<file path="config.mk">
export PLATFORM = sky130hd
export DESIGN_NAME = key_debounce_multi
export DESIGN_NICKNAME = d
export VERILOG_FILES = /design/src/rtl/key_debounce_multi.sv
export SDC_FILE = /design/constraint.sdc
export NUM_CORES = 1
export LEC_CHECK = 0
export CAP_MARGIN = 0
export CORE_AREA = 2 2 208 210
export CTS_CLUSTER_DIAMETER = 30
export DETAILED_ROUTE_END_ITERATION = 7
export DIE_AREA = 0 0 210 212
export SETUP_SLACK_MARGIN = 0.3
export SYNTH_ARGS = -nofsm -noshare
export SYNTH_HDL_FRONTEND = slang
export SYNTH_SLANG_ARGS = --single-unit
</file>
<file path="constraint.sdc">
create_clock -name clk -period 3 [get_ports clk]
set_clock_uncertainty 0.15 [all_clocks]
set_input_delay 0.9 -clock clk [delete_from_list [all_inputs] [get_ports clk]]
set_output_delay 0.9 -clock clk [all_outputs]
set_load 0.005 [all_outputs]
</file>
<file path="src/rtl/key_debounce_multi.sv">
// rtl/key_debounce_multi.sv - N-channel key debouncer with press/release pulses, long-press and auto-repeat
module key_debounce_multi #(
  parameter int N_KEYS     = 4,
  parameter int STABLE_CYC = 262144,
  parameter int LONG_CYC   = 6000000,
  parameter int REPEAT_CYC = 1200000,
  parameter int ACTIVE_LOW = 1
) (
  input  logic              clk,
  input  logic              rst_n,
  input  logic [N_KEYS-1:0] key_in,
  output logic [N_KEYS-1:0] key_level,
  output logic [N_KEYS-1:0] key_press,
  output logic [N_KEYS-1:0] key_release,
  output logic [N_KEYS-1:0] key_long,
  output logic [N_KEYS-1:0] key_repeat
);

  localparam int CW   = $clog2(STABLE_CYC + 1);
  localparam int HMAX = (LONG_CYC > REPEAT_CYC) ? LONG_CYC : REPEAT_CYC;
  localparam int HW   = $clog2(HMAX + 1);

  localparam logic [CW-1:0] STABLE_LAST = CW'(STABLE_CYC - 1);
  localparam logic [HW-1:0] LONG_LAST   = HW'(LONG_CYC - 1);
  localparam logic [HW-1:0] REPEAT_LAST = HW'((REPEAT_CYC > 0) ? (REPEAT_CYC - 1) : 0);
  localparam logic          IDLE_LVL    = (ACTIVE_LOW != 0);
  localparam logic          REPEAT_EN   = (REPEAT_CYC > 0);

  typedef enum logic [1:0] {
    ST_IDLE = 2'd0,
    ST_HOLD = 2'd1,
    ST_LONG = 2'd2
  } hold_state_e;

  for (genvar i = 0; i < N_KEYS; i++) begin : g_ch
    logic          s1_q, s1_d, s2_q, s2_d;
    logic          p;
    logic          level_q, level_d;
    logic          press_q, press_d;
    logic          release_q, release_d;
    logic          long_q, long_d;
    logic          repeat_q, repeat_d;
    logic [CW-1:0] cnt_q, cnt_d;
    logic [HW-1:0] hcnt_q, hcnt_d;
    hold_state_e   state_q, state_d;
    logic          acc_press, acc_release;

    // XOR with the idle level folds both polarities into "1 = pressed".
    assign p = s2_q ^ IDLE_LVL;

    always_comb begin
      s1_d        = key_in[i];
      s2_d        = s1_q;
      level_d     = level_q;
      cnt_d       = '0;
      acc_press   = 1'b0;
      acc_release = 1'b0;
      state_d     = state_q;
      hcnt_d      = hcnt_q;
      long_d      = 1'b0;
      repeat_d    = 1'b0;

      if (p != level_q) begin
        if (cnt_q == STABLE_LAST) begin
          level_d     = p;
          acc_press   = p;
          acc_release = ~p;
        end else begin
          cnt_d = cnt_q + 1'b1;
        end
      end

      press_d   = acc_press;
      release_d = acc_release;

      // A release accepted on the terminal cycle suppresses long/repeat.
      case (state_q)
        ST_IDLE: begin
          if (acc_press) begin
            state_d = ST_HOLD;
            hcnt_d  = '0;
          end
        end
        ST_HOLD: begin
          if (acc_release) begin
            state_d = ST_IDLE;
            hcnt_d  = '0;
          end else if (hcnt_q == LONG_LAST) begin
            long_d  = 1'b1;
            hcnt_d  = '0;
            state_d = ST_LONG;
          end else begin
            hcnt_d = hcnt_q + 1'b1;
          end
        end
        ST_LONG: begin
          if (acc_release) begin
            state_d = ST_IDLE;
            hcnt_d  = '0;
          end else if (REPEAT_EN) begin
            if (hcnt_q == REPEAT_LAST) begin
              repeat_d = 1'b1;
              hcnt_d   = '0;
            end else begin
              hcnt_d = hcnt_q + 1'b1;
            end
          end
        end
        default: begin
          state_d = ST_IDLE;
          hcnt_d  = '0;
        end
      endcase
    end

    always_ff @(posedge clk or negedge rst_n) begin
      if (!rst_n) begin
        s1_q      <= IDLE_LVL;
        s2_q      <= IDLE_LVL;
        level_q   <= 1'b0;
        cnt_q     <= '0;
        press_q   <= 1'b0;
        release_q <= 1'b0;
        long_q    <= 1'b0;
        repeat_q  <= 1'b0;
        hcnt_q    <= '0;
        state_q   <= ST_IDLE;
      end else begin
        s1_q      <= s1_d;
        s2_q      <= s2_d;
        level_q   <= level_d;
        cnt_q     <= cnt_d;
        press_q   <= press_d;
        release_q <= release_d;
        long_q    <= long_d;
        repeat_q  <= repeat_d;
        hcnt_q    <= hcnt_d;
        state_q   <= state_d;
      end
    end

    assign key_level[i]   = level_q;
    assign key_press[i]   = press_q;
    assign key_release[i] = release_q;
    assign key_long[i]    = long_q;
    assign key_repeat[i]  = repeat_q;
  end

endmodule

</file>
==> summary.txt, run 1 <==
Logic synthesis
  – Area share of the largest cell type after synthesis: 47.1%
  – Post-Syn Instances: 1,098
  – Synthesis Warnings: 0
  – Synth top area cells: dfrtp_1, nor2_1, xnor2_1
  – Number of synthesized flops with an enable pin: 0
  – Seq/Total Area, Yosys: 49.1%
  – Most area-hungry cell type in the Yosys netlist: dfrtp_1
  – Synthesized cell area: 10,400 µm²
  – Syn Nets: 1,124
  – Synth Area per Inst: 9.48 µm²
  – Async SR Flop Fraction: 100%
  – Top_reg_cell synth: dfrtp_1
  – Count of different cell masters after synthesis: 72
  – Synth Register Bits: 204

Floorplanning
  – Die Area: 44,500 µm²
  – FP Rows: 76
  – Chip Height: 212 µm
  – Initial Util: 24.5%
  – I/O Pins: 26
  – Core Area: 42,500 µm²
  – Chip width: 210 µm

Finish
  – Layout overhead on the synthesized area: 26.4%
  – Register Area: 5110 µm²
  – ANT cells: 0
  – Most common cell after layout, fill and taps aside: dfrtp_1
  – Share of cells above drive strength 1: 13.2%
  – Util after Layout: 31.0%
  – Most frequent cells in the layout: dfrtp_1, nor2_1, nand2_1, nand3_1, xnor2_1
  – Nets: 1,181
  – Fill cells: 4,266
  – Non-Filler Instances: 1,743
  – Multi-input gate area: 4920 µm²

Placed design
  – Worst slack, placed: 0.322 ns
  – Hpwl dp: 14.1 mm
  – Placed cell count: 1,645
  – IO Port Bufs: 25
  – RePlAce Congestion: 0.794

Pwr
  – Pwr Density: 648 nW/µm²
  – LEAKAGE: 0.00536 µW
  – Total power: 8530 µW
  – VDD IR-drop max: 0.000424 V

Route
  – Final wirelength: 22.2 mm
  – Detailed Routing Iterations Pass 1: 5
  – DR vias: 8,160
  – DRT iter0 DRCs: 462
  – Routed WL per cell: 12.8 µm
  – Routed Antenna Nets: 0
  – Vias per cell: 4.68
  – Residual DRC: 0

CTS
  – Clock transition at path regs: 0.05 ns
  – Clk buf depth: 3
  – Clock sink total: 204
  – H-tree depth: 2
  – TritonCTS Buffers: 51
  – Worst skew pair latency: 0.56 ns
  – CTS tree: yes
  – CTS root buf: clkbuf_16

Critical path
  – CP bufs+invs: 1
  – WP depth: 8
  – WP data arrival: 2.89 ns
  – FF-to-FF End: g_ch[3].hcnt_q[2]
  – Family with the most delay on the worst path: compound AO/OA/AOI/OAI gates
  – Cells along the critical path: ha_4, nand3_2, or4_4, o31a_2, o211ai_4, buf_4, o21ai_0, a22o_1
  – CP Max Fanout: 7
  – Critical path class: register to register
  – R2R setup slack: 0.38 ns
  – Crit path to: g_ch[3].hcnt_q[2]
  – CP required: 3.28 ns
  – Critical path's largest stage delay: 0.57 ns
  – Crit end category: register
  – Reg2reg start: g_ch[3].hcnt_q[1]
  – Origin of the worst setup path: g_ch[3].hcnt_q[1]
  – Critical path's slowest cell: or4_4
  – Worst r2r path cells: 8
  – Crit start category: register

STA
  – Achievable clock frequency: 0.382 GHz
  – Slew Limit Fails: 0
  – RSZ-0062 raised after global routing: true
  – Final hold vios: 0
  – Min cycle time layout: 2.62 ns
  – Period utilization: 87.2%
  – Worst slew pin tran: 1.06 ns
  – Final worst slack: 0.383 ns
  – Final setup fails: 0
  – Max-slew headroom: 29.6%
  – Setup TNS Final: 0 ns

Global routing
  – Vias in the first global route: 8,261
  – Total GRT Usage: 10.3%
  – First-pass GRT wire length: 39.1 mm
  – Initial antenna violation count: 0
  – GR Overflow Total: 0
  – Largest net degree at the start of global routing: 51

Flow run
  – Max_cap viols: 0

Min path
  – Hold Crit Class: input pin to async pin

Status
  – Status: finished clean
## what timing repair did
action	4_1_cts	5_1_grt
endpoints found under the setup margin	0	51
hold buffers	0	0
buffers inserted	0	2
resized for setup	0	13
## where the power goes
| part | leakage (µW) | switching, µW | internal (µW) |
|---|---|---|---|
| combinational | 0.00167 | 85.2 | 34.1 |
| sequential | 0.00281 | 14.9 | 2780 |
| clock | 0.000881 | 1730 | 3880 |
## cell usage after synthesis (3+ instances only)
library cell,count
nor2_1,148
o21ai_0,36
nor4bb_1,4
nand2_1,106
dfstp_2,8
and2_1,6
o311ai_0,17
nand4b_1,6
o311ai_1,3
xnor2_1,62
o31ai_1,7
nand3_1,93
o21a_1,4
nor3b_1,7
dfrtp_1,196
nor2b_1,3
clkbuf_1,19
nor4_1,14
buf_4,20
nand3b_1,3
xor2_1,36
nand2b_1,3
or3_1,24
o21ai_1,3
or2_2,7
inv_1,37
buf_2,6
and4_1,12
a22o_1,4
o2bb2a_1,3
nor4b_1,8
a21oi_1,27
ha_1,20
o22ai_1,3
o31a_1,3
nor3_1,31
and3_1,29
o41ai_1,3
nand4_1,35
or4_1,4
## registers in the layout, indices dropped and copies added (netlist names)
| register | flops |
|---|---|
| g_ch.long_q | 4 |
| g_ch.s1_q | 4 |
| g_ch.level_q | 4 |
| g_ch.hcnt_q | 92 |
| g_ch.press_q | 4 |
| g_ch.release_q | 4 |
| g_ch.state_q | 8 |
| g_ch.cnt_q | 76 |
| g_ch.repeat_q | 4 |
| g_ch.s2_q | 4 |
## worst reg2reg max path: stages, from the launching register on
cell and delay, ns:
dfrtp_1 0.42, ha_4 0.17, nand3_2 0.10, or4_4 0.57, o31a_2 0.38, o211ai_4 0.28, buf_4 0.17, o21ai_0 0.07
a22o_1 0.19
## layer usage
layer  up-vias  part of all wire (%)  GRT usage (%)
met5         -                     0              0
met4         0                   2.8           4.35
met3        51                   4.2           2.29
met2       142                    45           16.5
met1      3949                    48           13.5
li1       4018                     -              -
## cell type report
| cell class | count | area share (%) |
|---|---|---|
| Sequential cell | 204 | 38.8 |
| Inverter | 37 | 1.05 |
| Multi-Input combinational cell | 809 | 37.4 |
| Timing Repair Buffer | 52 | 3.91 |
| Tap cell | 546 | 5.19 |
| Clock buffer | 61 | 10.5 |
| Clock inverter | 34 | 3.15 |
## worst min-delay path by stage
| stage | start | cells after the start | endpoint | slack (ns) |
|---|---|---|---|---|
| 2_1_floorplan | g_ch[0].s1_q | 0 | g_ch[0].s2_q | 0.20 |
| 3_3_place_gp | g_ch[2].s1_q | 0 | g_ch[2].s2_q | 0.20 |
| 3_5_place_dp | g_ch[0].s1_q | 0 | g_ch[0].s2_q | 0.20 |
| 4_1_cts | rst_n | 1 | g_ch[2].hcnt_q[2] | 0.16 |
| 5_1_grt | rst_n | 1 | g_ch[2].hcnt_q[2] | 0.19 |
| 6_report | rst_n | 1 | g_ch[3].cnt_q[11] | 0.17 |
## metrics by stage
stage               hold slack [ns]  cell area, µm²
floorplan                     0.195           10400
global placement              0.196           11300
detailed placement            0.197           11300
CTS                           0.161           13100
global route                  0.187           13200
finish                        0.169           13200
## cell families after synthesis
group	Yosys count	synth area share, %
AO/OA/AOI/OAI	134	8.89
XOR/XNOR	98	8.24
adder cells (fa/ha/maj)	20	2.40
buffers and inverters	85	4.08
flip-flops	204	49.1
multiplexers	2	0.204
AND/OR/NAND/NOR	555	27.1
Note: power is estimated with default switching activity, not from simulation.
==> inputs of run 2 (changes only) <==
--- a/config.mk
+++ b/config.mk
@@ -10,6 +10,8 @@
 export CTS_CLUSTER_DIAMETER = 30
 export DETAILED_ROUTE_END_ITERATION = 7
 export DIE_AREA = 0 0 210 212
+export HOLD_SLACK_MARGIN = 0.05
+export PLACE_DENSITY = 0.41
 export SETUP_SLACK_MARGIN = 0.3
 export SYNTH_ARGS = -nofsm -noshare
 export SYNTH_HDL_FRONTEND = slang
==> run 2 against run 1 <==
Power is 17% higher. Count of clock-buffer cells in the layout is 14 higher. Final cell count is 1.8% higher. Non-clock buffer count is 12 higher. Critical path type unchanged. Critical endpoint is now g_ch[3].hcnt_q[5]. Largest power group unchanged.
==> summary.txt, run 2 (synthesis gave the netlist of run 1 again) <==
Global routing
  – GR Overflow Total: 0
  – Vias in the first global route: 8,116
  – Met2 Resource Use GR: 17.1%
  – Total GRT Usage: 11.1%
  – Global route hottest layer: met2
  – GR Layer Usage met3: 2.69%
  – First-pass GRT wire length: 40.9 mm
  – Met1 GRT Util: 14.8%
  – Initial antenna violation count: 0
  – Largest net degree at the start of global routing: 62

Floorplanning
  – Initial Util: 24.5%
  – Chip width: 210 µm
  – Core Area: 42,500 µm²
  – Die Area: 44,500 µm²
  – I/O Pins: 26
  – Chip Height: 212 µm
  – FP Rows: 76

STA
  – Worst slew pin tran: 1.10 ns
  – Min cycle time layout: 2.60 ns
  – Max-slew headroom: 26.6%
  – Slew Limit Fails: 0
  – Achievable clock frequency: 0.385 GHz
  – Final hold vios: 0
  – Final setup fails: 0
  – Setup TNS Final: 0 ns
  – RSZ-0062 raised after global routing: true
  – Period utilization: 86.7%

Placed design
  – RePlAce Congestion: 0.743
  – Hpwl dp: 15.1 mm
  – IO Port Bufs: 25
  – Placed cell count: 1,653

CTS
  – TritonCTS Buffers: 60
  – Clock sink total: 204
  – Clk buf depth: 3
  – Worst skew pair latency: 0.60 ns
  – CTS root buf: clkbuf_16
  – CTS tree: yes
  – Post-CTS Hold Buffers: 0
  – Clock transition at path regs: 0.05 ns
  – H-tree depth: 2

Finish
  – Most frequent cells in the layout: dfrtp_1, nor2_1, nand2_1, nand3_1, xnor2_1
  – ANT cells: 0
  – Fill cells: 4,348
  – Biggest register: g_ch.hcnt_q
  – Nets: 1,202
  – Layout overhead on the synthesized area: 31.8%
  – Share of cells above drive strength 1: 15.6%
  – Most common cell after layout, fill and taps aside: dfrtp_1
  – Non-Filler Instances: 1,774
  – Number of flip-flops in the largest register: 92
  – Biggest regs: g_ch.hcnt_q: 92 flops, g_ch.cnt_q: 76 flops, g_ch.state_q: 8 flops

Route
  – Routed Antenna Nets: 0
  – DRT iter0 DRCs: 367
  – Vias per cell: 4.60
  – Routed WL per cell: 13.3 µm
  – DR vias: 8,164
  – Final wirelength: 23.7 mm
  – Detailed Routing Iterations Pass 1: 4
  – Residual DRC: 0

Critical path
  – CP Max Fanout: 4
  – Crit start category: register
  – WP data arrival: 2.94 ns
  – Critical path class: register to register
  – Critical path's largest stage delay: 0.55 ns
  – Crit end category: register
  – R2R setup slack: 0.40 ns
  – CP required: 3.34 ns
  – Critical path's slowest cell: or4_4
  – Cells along the critical path: ha_4, nand3_2, or4_4, o31a_2, o211ai_4, buf_12, buf_6, o21ai_0, a22o_1

Pwr
  – Pwr Density: 725 nW/µm²
  – LEAKAGE: 0.00566 µW
  – VDD IR-drop max: 0.000396 V

Status
  – Status: finished clean

Flow run
  – Max_cap viols: 0

Min path
  – Hold Crit Class: input pin to async pin
run 2: repair_timing:
action / CTS / global route
hold endpoints to repair: 0 / 0
gates cloned: 0 / 1
pin swaps: 1 / 3
endpoints found under the setup margin: 17 / 53
resized for setup: 1 / 10
setup buffers: 2 / 4
run 2: critical path, delay by kind of cell (launching register included):
family          cells  cell delay [ns]
compound gates      4             0.86
simple gates        2             0.65
fa+ha+maj           1             0.17
flops               1             0.42
buf+inv             2             0.23
run 2: per-layer routing:
metal,part of all wire (%),vias to the layer above
li1,-,4060
met1,49,3921
met2,44,131
met3,4.6,52
met4,2.6,0
met5,0,-
run 2: through the flow:
| step | utilization [%] | power [µW] | worst slack, ns | area [µm²] | hold slack [ns] |
|---|---|---|---|---|---|
| floorplan | - | 2870 | 0.509 | 10400 | 0.195 |
| global placement | 26.7 | 2970 | 0.350 | 11300 | 0.196 |
| detailed placement | 26.7 | 2970 | 0.306 | 11300 | 0.198 |
| CTS | 32.1 | 10100 | 0.318 | 13600 | 0.103 |
| global route | 32.3 | 10300 | 0.283 | 13700 | 0.128 |
| finish | 32.3 | 9950 | 0.399 | 13700 | 0.109 |
run 2: final timing paths:
path	depth (start not counted)	from	to
setup / recovery	9	g_ch[3].hcnt_q[0]	g_ch[3].hcnt_q[5]
hold / removal	1	rst_n	g_ch[3].cnt_q[13]
setup reg to reg	9	g_ch[3].hcnt_q[0]	g_ch[3].hcnt_q[5]
hold reg to reg	0	g_ch[0].s1_q	g_ch[0].s2_q
max in group asynchronous	2	rst_n	g_ch[1].s2_q
min in group clk	0	g_ch[0].s1_q	g_ch[0].s2_q
run 2: layout make-up:
type,instances,area [µm²],area share (%)
Clock buffer,75,1690,12.3
Clock inverter,39,594,4.33
Inverter,37,139,1.01
Multi-Input combinational cell,809,4910,35.8
Sequential cell,204,5110,37.3
Tap cell,546,683,4.98
Timing Repair Buffer,64,593,4.32
run 2: report_power, final:
part           switching (µW)  internal [µW]  total [µW]
combinational            86.8           33.3         120
sequential               14.1           2790        2800
clock                    1950           5070        7030
==> inputs of run 3 (changes only) <==
--- a/config.mk
+++ b/config.mk
@@ -5,11 +5,12 @@
 export SDC_FILE = /design/constraint.sdc
 export NUM_CORES = 1
 export LEC_CHECK = 0
+export ABC_CLOCK_PERIOD_IN_PS = 3000
 export CAP_MARGIN = 0
-export CORE_AREA = 2 2 208 210
+export CORE_AREA = 2 2 239 182
 export CTS_CLUSTER_DIAMETER = 30
 export DETAILED_ROUTE_END_ITERATION = 7
-export DIE_AREA = 0 0 210 212
+export DIE_AREA = 0 0 241 184
 export HOLD_SLACK_MARGIN = 0.05
 export PLACE_DENSITY = 0.41
 export SETUP_SLACK_MARGIN = 0.3
==> run 3 against run 2 <==
Register-to-register slack better by 0.03 ns. Utilization decreased by 0.60 points. Clock power down 17%. Critical path type is now register to primary output. Via count decreased by 2.0%. Cell area decreased by 3.5%.
==> summary.txt, run 3 (synthesis gave the netlist of run 1 again) <==
CTS
  – CTS tree: yes
  – Clock sink total: 204
  – Clock transition at path regs: 0.04 ns
  – Worst skew pair latency: 0.54 ns
  – CTS root buf: clkbuf_16
  – Clk buf depth: 3
  – TritonCTS Buffers: 51
  – H-tree depth: 2

Finish
  – Biggest register: g_ch.hcnt_q
  – Biggest regs: g_ch.hcnt_q: 92 flops, g_ch.cnt_q: 76 flops, g_ch.state_q: 8 flops
  – Layout overhead on the synthesized area: 27.2%
  – Cell area after layout: 13,200 µm²
  – Nets: 1,188
  – Number of flip-flops in the largest register: 92
  – Most frequent cells in the layout: dfrtp_1, nor2_1, nand2_1, nand3_1, xnor2_1
  – Most common cell after layout, fill and taps aside: dfrtp_1
  – ANT cells: 0
  – Share of cells above drive strength 1: 13.6%

Floorplanning
  – Chip Height: 184 µm
  – I/O Pins: 26
  – Die Area: 44,300 µm²
  – Chip width: 241 µm
  – FP Rows: 65
  – Initial Util: 24.9%
  – Core Area: 41,800 µm²

Placed design
  – RePlAce Congestion: 0.737
  – Dpl cell area: 11,400 µm²
  – Hpwl dp: 15.5 mm
  – IO Port Bufs: 25

Flow run
  – Max_cap viols: 0

Global routing
  – Initial antenna violation count: 0
  – GR Overflow Total: 0
  – Total GRT Usage: 11.1%
  – Largest net degree at the start of global routing: 64
  – First-pass GRT wire length: 40.8 mm
  – Vias in the first global route: 8,048

STA
  – Slew Limit Fails: 0
  – Min cycle time layout: 2.59 ns
  – Max-slew headroom: 28.8%
  – Worst slew pin tran: 1.07 ns
  – RSZ-0062 raised after global routing: true
  – Setup TNS Final: 0 ns
  – Final setup fails: 0
  – Achievable clock frequency: 0.387 GHz
  – Final hold vios: 0
  – Period utilization: 86.2%

Route
  – DRT iter0 DRCs: 375
  – Vias per cell: 4.51
  – Routed WL per cell: 13.2 µm
  – Routed Antenna Nets: 0
  – Final wirelength: 23.4 mm
  – Detailed Routing Iterations Pass 1: 4
  – Residual DRC: 0
  – DR vias: 7,999

Critical path
  – CP Max Fanout: 5
  – Family with the most delay on the worst path: buffers and inverters
  – Critical path's slowest cell: clkdlybuf4s50_1
  – Crit start category: register
  – Cells along the critical path: clkdlybuf4s50_1
  – WP depth: 1
  – WP data arrival: 1.54 ns
  – CP required: 1.95 ns
  – Crit end category: primary output
  – Worst r2r path cells: 8
  – CP bufs+invs: 1
  – Critical path's largest stage delay: 0.60 ns
  – Critical path class: register to primary output

Pwr
  – Pwr Density: 659 nW/µm²
  – VDD IR-drop max: 0.000364 V
  – LEAKAGE: 0.00540 µW

Status
  – Status: finished clean

Min path
  – Hold Crit Class: input pin to async pin
## run 3: cell count changes in the layout (fill, tap and decap cells not counted), sizes merged
cell	previous run	this run
buf	39	35
bufinv	13	9
clkbuf	76	63
clkinv	18	16
clkinvlp	6	7
inv	39	37
## run 3: routing by layer
metal  vias up  share of wire [%]  global-route usage (%)  routed length, µm
met3        55                4.6                    2.90               1080
met5         -                  0                       0                  0
met4         0                2.5                    3.78                581
met1      3792                 53                    16.4              12500
li1       4036                  -                       -                  -
met2       116                 39                    15.4               9220
## run 3: what timing repair did
action	in CTS	in global routing
gates resized for setup	0	7
endpoints found under the hold margin	0	0
setup buffers	1	2
setup endpoints to repair	3	47
hold buffers	0	0
cloned	0	0
pin swaps	1	2
## run 3: path summary, 6_finish.rpt
kind                                        start                 end  slack [ns]
worst max-delay path              g_ch[1].level_q        key_level[1]        0.41
worst min-delay path                        rst_n  g_ch[2].hcnt_q[14]        0.16
worst max register to register  g_ch[3].hcnt_q[0]   g_ch[3].hcnt_q[2]        0.43
worst min register to register       g_ch[3].s1_q        g_ch[3].s2_q        0.20
max in group asynchronous                   rst_n   g_ch[3].hcnt_q[8]        1.81
min in group clk                     g_ch[3].s1_q        g_ch[3].s2_q        0.20
## run 3: layout make-up
cell class / instances / area [µm²]
fill: 4372 / 28600
sequential: 204 / 5110
multi-input combinational: 809 / 4900
clock buffer: 63 / 1420
tap: 569 / 712
timing repair buffer: 59 / 539
clock inverter: 32 / 414
inverter: 37 / 139
## run 3: power by group
group | total, µW | leakage [µW] | internal [µW] | switching, µW
Combinational | 119 | 0.00169 | 33.0 | 86.2
Sequential | 2800 | 0.00281 | 2780 | 14.5
Clock | 5810 | 0.000892 | 4110 | 1700
## run 3: through the flow
step | total power, µW | std cells | hold slack (ns) | setup slack, ns | utilization [%]
floorplan | 2870 | 1098 | 0.195 | 0.509 | -
global placement | 2970 | 1675 | 0.198 | 0.372 | 27.2
detailed placement | 2970 | 1675 | 0.198 | 0.321 | 27.2
CTS | 8900 | 1771 | 0.171 | 0.330 | 31.6
global route | 9080 | 1773 | 0.192 | 0.223 | 31.7
finish | 8730 | 1773 | 0.155 | 0.415 | 31.7
